$ cat src/rtl/shifter_pkg.sv
// Function codes, internal shift modes and the code-to-mode decoder for shifter_pipe.
// Combinational only; no latency, no flow control.
// ROR decodes as legal only when SHIFTER_ROTATE_EN is defined.
package shifter_pkg;

    localparam logic [5:0] FUNCT_SLL = 6'h00;
    localparam logic [5:0] FUNCT_SRL = 6'h02;
    localparam logic [5:0] FUNCT_SRA = 6'h03;
    localparam logic [5:0] FUNCT_ROR = 6'h06;

    typedef enum logic [2:0] {
        MODE_SLL,
        MODE_SRL,
        MODE_SRA,
        MODE_ROR,
        MODE_ILL
    } mode_t;

    function automatic mode_t decode_funct(input logic [5:0] funct);
        mode_t m;
        case (funct)
            FUNCT_SLL: m = MODE_SLL;
            FUNCT_SRL: m = MODE_SRL;
            FUNCT_SRA: m = MODE_SRA;
`ifdef SHIFTER_ROTATE_EN
            FUNCT_ROR: m = MODE_ROR;
`endif
            default:   m = MODE_ILL;
        endcase
        return m;
    endfunction

endpackage

$ cat src/rtl/shift_stage.sv
// One registered barrel-shifter level: shifts by DIST when its shamt bit is set.
// Latency 1 cycle; the side-band (valid, mode, shamt, fill, tag) travels with the data.
// Backpressure: holds every register while en=0; bubbles advance like data when en=1.
module shift_stage
    import shifter_pkg::*;
#(
    parameter int WIDTH = 32,
    parameter int DIST  = 1,
    parameter int TAG_W = 4,
    parameter int SHW   = 5
) (
    input  logic             clk,
    input  logic             rst_n,
    input  logic             en,
    input  logic             in_vld,
    input  mode_t            in_mode,
    input  logic [SHW-1:0]   in_shamt,
    input  logic             in_fill,
    input  logic [TAG_W-1:0] in_tag,
    input  logic [WIDTH-1:0] in_dat,
    output logic             out_vld,
    output mode_t            out_mode,
    output logic [SHW-1:0]   out_shamt,
    output logic             out_fill,
    output logic [TAG_W-1:0] out_tag,
    output logic [WIDTH-1:0] out_dat
);

    localparam int BIT = $clog2(DIST);

    logic [WIDTH-1:0] shifted;

    always_comb begin
        shifted = in_dat;
        if (in_shamt[BIT]) begin
            case (in_mode)
                MODE_SLL: shifted = in_dat << DIST;
                MODE_SRL: shifted = in_dat >> DIST;
                // fill comes from the original operand MSB, not the partially shifted word
                MODE_SRA: shifted = {{DIST{in_fill}}, in_dat[WIDTH-1:DIST]};
`ifdef SHIFTER_ROTATE_EN
                MODE_ROR: shifted = {in_dat[DIST-1:0], in_dat[WIDTH-1:DIST]};
`endif
                default:  shifted = in_dat;
            endcase
        end
    end

    always_ff @(posedge clk or negedge rst_n) begin
        if (!rst_n) begin
            out_vld   <= 1'b0;
            out_mode  <= MODE_SLL;
            out_shamt <= '0;
            out_fill  <= 1'b0;
            out_tag   <= '0;
            out_dat   <= '0;
        end else if (en) begin
            out_vld   <= in_vld;
            out_mode  <= in_mode;
            out_shamt <= in_shamt;
            out_fill  <= in_fill;
            out_tag   <= in_tag;
            out_dat   <= shifted;
        end
    end

endmodule

$ cat src/rtl/shifter_pipe.sv
// Pipelined barrel shifter (SLL/SRL/SRA, ROR when SHIFTER_ROTATE_EN is defined).
// Latency LEVELS cycles, one operation per cycle, results in issue order with tag.
// Backpressure: global stall, in_ready = out_ready || !out_valid (combinational).
module shifter_pipe
    import shifter_pkg::*;
#(
    parameter int WIDTH  = 32,
    parameter int TAG_W  = 4,
    parameter int LEVELS = $clog2(WIDTH)
) (
    input  logic              clk,
    input  logic              rst_n,
    input  logic              in_valid,
    output logic              in_ready,
    input  logic [5:0]        Signal,
    input  logic [WIDTH-1:0]  a,
    input  logic [LEVELS-1:0] shamt,
    input  logic [TAG_W-1:0]  in_tag,
    output logic              out_valid,
    input  logic              out_ready,
    output logic [WIDTH-1:0]  result,
    output logic [TAG_W-1:0]  out_tag,
    output logic              out_err
);

    logic              vld   [0:LEVELS];
    mode_t             mode  [0:LEVELS];
    logic [LEVELS-1:0] sh    [0:LEVELS];
    logic              fill  [0:LEVELS];
    logic [TAG_W-1:0]  tag   [0:LEVELS];
    logic [WIDTH-1:0]  dat   [0:LEVELS];

    logic en;
    logic rdy_q;

    // keeps in_ready low during reset even though the empty pipe would allow entry
    always_ff @(posedge clk or negedge rst_n) begin
        if (!rst_n) rdy_q <= 1'b0;
        else        rdy_q <= 1'b1;
    end

    assign en       = out_ready || !out_valid;
    assign in_ready = en && rdy_q;

    assign vld[0]  = in_valid && in_ready;
    assign mode[0] = decode_funct(Signal);
    assign sh[0]   = shamt;
    assign fill[0] = a[WIDTH-1];
    assign tag[0]  = in_tag;
    assign dat[0]  = a;

    for (genvar i = 0; i < LEVELS; i++) begin : g_stage
        shift_stage #(
            .WIDTH (WIDTH),
            .DIST  (1 << i),
            .TAG_W (TAG_W),
            .SHW   (LEVELS)
        ) u_stage (
            .clk       (clk),
            .rst_n     (rst_n),
            .en        (en),
            .in_vld    (vld[i]),
            .in_mode   (mode[i]),
            .in_shamt  (sh[i]),
            .in_fill   (fill[i]),
            .in_tag    (tag[i]),
            .in_dat    (dat[i]),
            .out_vld   (vld[i+1]),
            .out_mode  (mode[i+1]),
            .out_shamt (sh[i+1]),
            .out_fill  (fill[i+1]),
            .out_tag   (tag[i+1]),
            .out_dat   (dat[i+1])
        );
    end

    assign out_valid = vld[LEVELS];
    assign result    = dat[LEVELS];
    assign out_tag   = tag[LEVELS];
    assign out_err   = (mode[LEVELS] == MODE_ILL);

endmodule

$ cat config.mk
export PLATFORM = sky130hd
export DESIGN_NAME = shifter_pipe
export DESIGN_NICKNAME = d
export VERILOG_FILES = /design/src/rtl/shifter_pkg.sv /design/src/rtl/shift_stage.sv /design/src/rtl/shifter_pipe.sv
export SDC_FILE = /design/constraint.sdc
export NUM_CORES = 1
export LEC_CHECK = 0
export BUFFER_PORTS_ARGS = -buffer_cell sky130_fd_sc_hd__buf_4
export CAP_MARGIN = 20
export CORE_ASPECT_RATIO = 1.75
export CORE_MARGIN = 8
export CORE_UTILIZATION = 40
export CTS_CLUSTER_DIAMETER = 200
export CTS_CLUSTER_SIZE = 10
export DETAILED_ROUTE_END_ITERATION = 12
export HOLD_SLACK_MARGIN = 0.05
export PLACE_DENSITY = 0.66
export SLEW_MARGIN = 20
export SYNTH_ARGS = -nofsm -noshare
export SYNTH_HDL_FRONTEND = slang
export SYNTH_SLANG_ARGS = --single-unit
export TNS_END_PERCENT = 5
$ cat constraint.sdc
create_clock -name clk -period 2 [get_ports clk]
set_input_delay 0.2 -clock clk [delete_from_list [all_inputs] [get_ports clk]]
set_output_delay 0.2 -clock clk [all_outputs]
set_load 0.05 [all_outputs]
==> impl_results.md <==
* Final instance area at 12900 um^2
* Clock-pin slew on the worst setup and hold paths at roughly 0.05 ns
* Total track usage at 0.171
* Die area at 32900 um^2
* Final Setup Violations at 0
* # rows at 80
* Core Region at 27000 um^2
* Data required, critical path at 1.80 ns
* Worst-path maximum fanout at 17
* CP peak stage delay at 0.57 ns
* Setup TNS at 0 ns
* WP data arrival at 1.63 ns
* Io pins at 90
* Clock sinks at 215
* Initial antenna violation count at 0
* Hold path cells at 4
* RSZ-0062 raised after global routing: no
* Max Freq at around 550 MHz
* TritonCTS clock tree: yes
* Most common library cell in the layout ignoring fill and taps: nand2_1
* Critical path's slowest cell: dlygate4sd3_1
* Die height at 234 um
* H-tree levels at 1
* Slew margin rel. at 0.576
* Routed WL per cell at 17.9 um
* Placed Area at 11800 um^2
* Mapped Cells at 1150
* Hold Slack at 0.150 ns
* Clk root buf: clkbuf_16
* EDFF count, synth at 0
* Max-cap violations at 0
* Starting Density at 0.402
* Area delta synth->final at 18.6%
* P_leak at 0.00558 uW
* DRC at 0
* Largest net degree at the start of global routing at 68
* Post-detailed-routing wire length at 28100 um
* Crit share post-route at 0.917
* #FFs+latches synth at 215
* Synth cell types at 48
* Syn nets at 1205
* Placement Setup Slack at -0.301 ns
* Number of fill cells at about 2600
* Worst Hold Class: in -> reg
* Vias at 9016
* Worst setup SP type: input pin
* Sequential fraction of the synthesis area at 0.496
* Max VDD drop at 0.600 mV
* Power density cells at between 1500 and 2000 nW/um^2
* Die width at 141 um
* Nets@finish at 1301
* Multi-input gate area at 4720 um^2
* CP top delay family: buffers and inverters
* Outcome: complete, no violations
* GPL Wtd Cong at 0.870
* Critical path endpoint category: output port
* I/O Buffers at 89
* Capturing point of the worst reg2reg path: g_stage[0].u_stage.out_dat[2]
* FF-to-FF path depth at 4
* HPWL Detailed at 20000 um
* Top_reg_cell synth: dfrtp_1
* Ys Warns at 0
* FF/Latch Area at 5380 um^2
* Worst clock skew at 0.0127 ns
* Commonest non-fill, non-tap cells in the layout: nand2_1 (228), dfrtp_1 (215), buf_4 (141), nor2_1 (92), a22oi_1 (72)
* # diodes at 0
* Clock buffer depth at 3
* GR Overflow Total at 0
* Syn Std Cell Area at 10900 um^2
* Worst setup path category: in -> out
* First-pass GRT wire length at 46700 um
* Number of CTS-inserted buffers at 25
* DRT iter0 DRCs at 702
* Worst hold endpoint: g_stage[0].u_stage.out_mode[1]
* Post-DRT Antenna Nets at 0
* R2R Setup Slk at roughly 0.32 ns
* Syn Area/Cell at 9.44 um^2
* Critical path cell sequence: dlygate4sd3_1 -> buf_4 -> nand2b_4 -> buf_4 -> and2_2 -> buf_4
* Vias in the first global route at roughly 9000
* Hold_sp: Signal[0]
* Via/cell ratio at 5.73
* Cell repeated most along the worst path: buf_4
* Core Util, Final at 0.476
* Max-slew violations at 0
* Share of post-route cells with drive strength above 1 at 0.187
* Worst setup margin at about 0.17 ns
* Synth async-reset ratio at 1.00
* Initial DRT Pass Iterations at 6
* Min Clock Period, post-route at 1.83 ns
* Critical path buffers and inverters at 4
* Final Hold Vio Count at 0
* Worst slew pin tran at ~0.64 ns
* R2R Path Start: g_stage[4].u_stage.out_vld
* Worst-Skew Late Latency at 0.51 ns
-- cells by family after synthesis --
family / synth area share
adder cells (fa/ha/maj): 0.00461
buffers and inverters: 0.0714
other: 0.000345
XOR/XNOR: 0.00323
AO/OA/AOI/OAI: 0.257
AND/OR/NAND/NOR: 0.168
flip-flops: 0.496
-- cell usage after synthesis, drive strengths merged, types with 16 or more instances --
cell type / n / area (um^2)
a21oi: 59 / 295
a221o: 24 / 240
a221oi: 18 / 158
a22oi: 72 / 541
a2bb2oi: 16 / 140
a31oi: 32 / 388
a32oi: 38 / 333
buf: 51 / 382
clkbuf: 74 / 348
dfrtp: 215 / 5380
nand2: 230 / 868
nand2b: 19 / 119
nor2: 92 / 345
nor3: 36 / 190
o21ai: 68 / 340
o22ai: 30 / 188
-- final cells by class --
cell class                 instances  share of cell area
inverter                           9             0.00262
timing repair buffer             195               0.131
tap                              328              0.0319
sequential                       215               0.418
clock buffer                      25              0.0486
clock inverter                     1            0.000583
multi-input combinational        800               0.367
-- power breakdown --
group | internal [uW] | switching [uW]
combinational | 3050 | 4750
clock | 2190 | 1590
sequential | 6240 | 1920
total | 11500 | 8270
-- layer usage --
| layer | up-vias | part of all wire | global-route usage |
|---|---|---|---|
| met5 | - | 0 | 0 |
| met4 | 0 | 0.038 | 0.0827 |
| met3 | 67 | 0.038 | 0.0206 |
| met2 | 255 | 0.54 | 0.324 |
| met1 | 4384 | 0.38 | 0.185 |
| li1 | 4310 | - | - |
-- worst register-to-register path, delay by kind of cell, from the launching register on --
family	cells	cell delay, ns
and+or+nand+nor	1	0.48
DFF	1	0.44
buffers and inverters	1	0.34
AOI/OAI and AO/OA	2	0.34
-- registers in the layout, summed over array words and instances (netlist names) --
name                       flops
g_stage.u_stage.out_vld        5
g_stage.u_stage.out_fill       4
g_stage.u_stage.out_tag       20
g_stage.u_stage.out_mode      15
g_stage.u_stage.out_shamt     10
rdy_q                          1
g_stage.u_stage.out_dat      160
-- per-stage QoR --
stage | total power [uW] | std cells
after floorplan | 13600 | 1150
after global placement | 15700 | 1502
after global routing | 21000 | 1573
after CTS | 19900 | 1573
final | 19700 | 1573
after detailed placement | 16000 | 1502
-- how the worst max path moves through the flow --
| stage | start | end | slack, ns | cells past startpoint |
|---|---|---|---|---|
| after global placement | Signal[5] | g_stage[0].u_stage.out_dat[18] | -0.26 | 10 |
| after floorplan | Signal[5] | g_stage[0].u_stage.out_dat[20] | -0.09 | 7 |
| after global routing | Signal[5] | g_stage[0].u_stage.out_dat[25] | 0.08 | 10 |
| after detailed placement | Signal[5] | g_stage[0].u_stage.out_dat[16] | -0.30 | 10 |
| after CTS | out_ready | in_ready | 0.15 | 6 |
| final | out_ready | in_ready | 0.17 | 6 |
-- repair_timing --
action	4_1_cts	5_1_grt
setup buffers	1	0
resized for setup	0	0
endpoints found under the hold margin	91	0
setup endpoints to repair	1	0
hold buffers	44	0
Note: power is estimated with default switching activity, not from simulation.
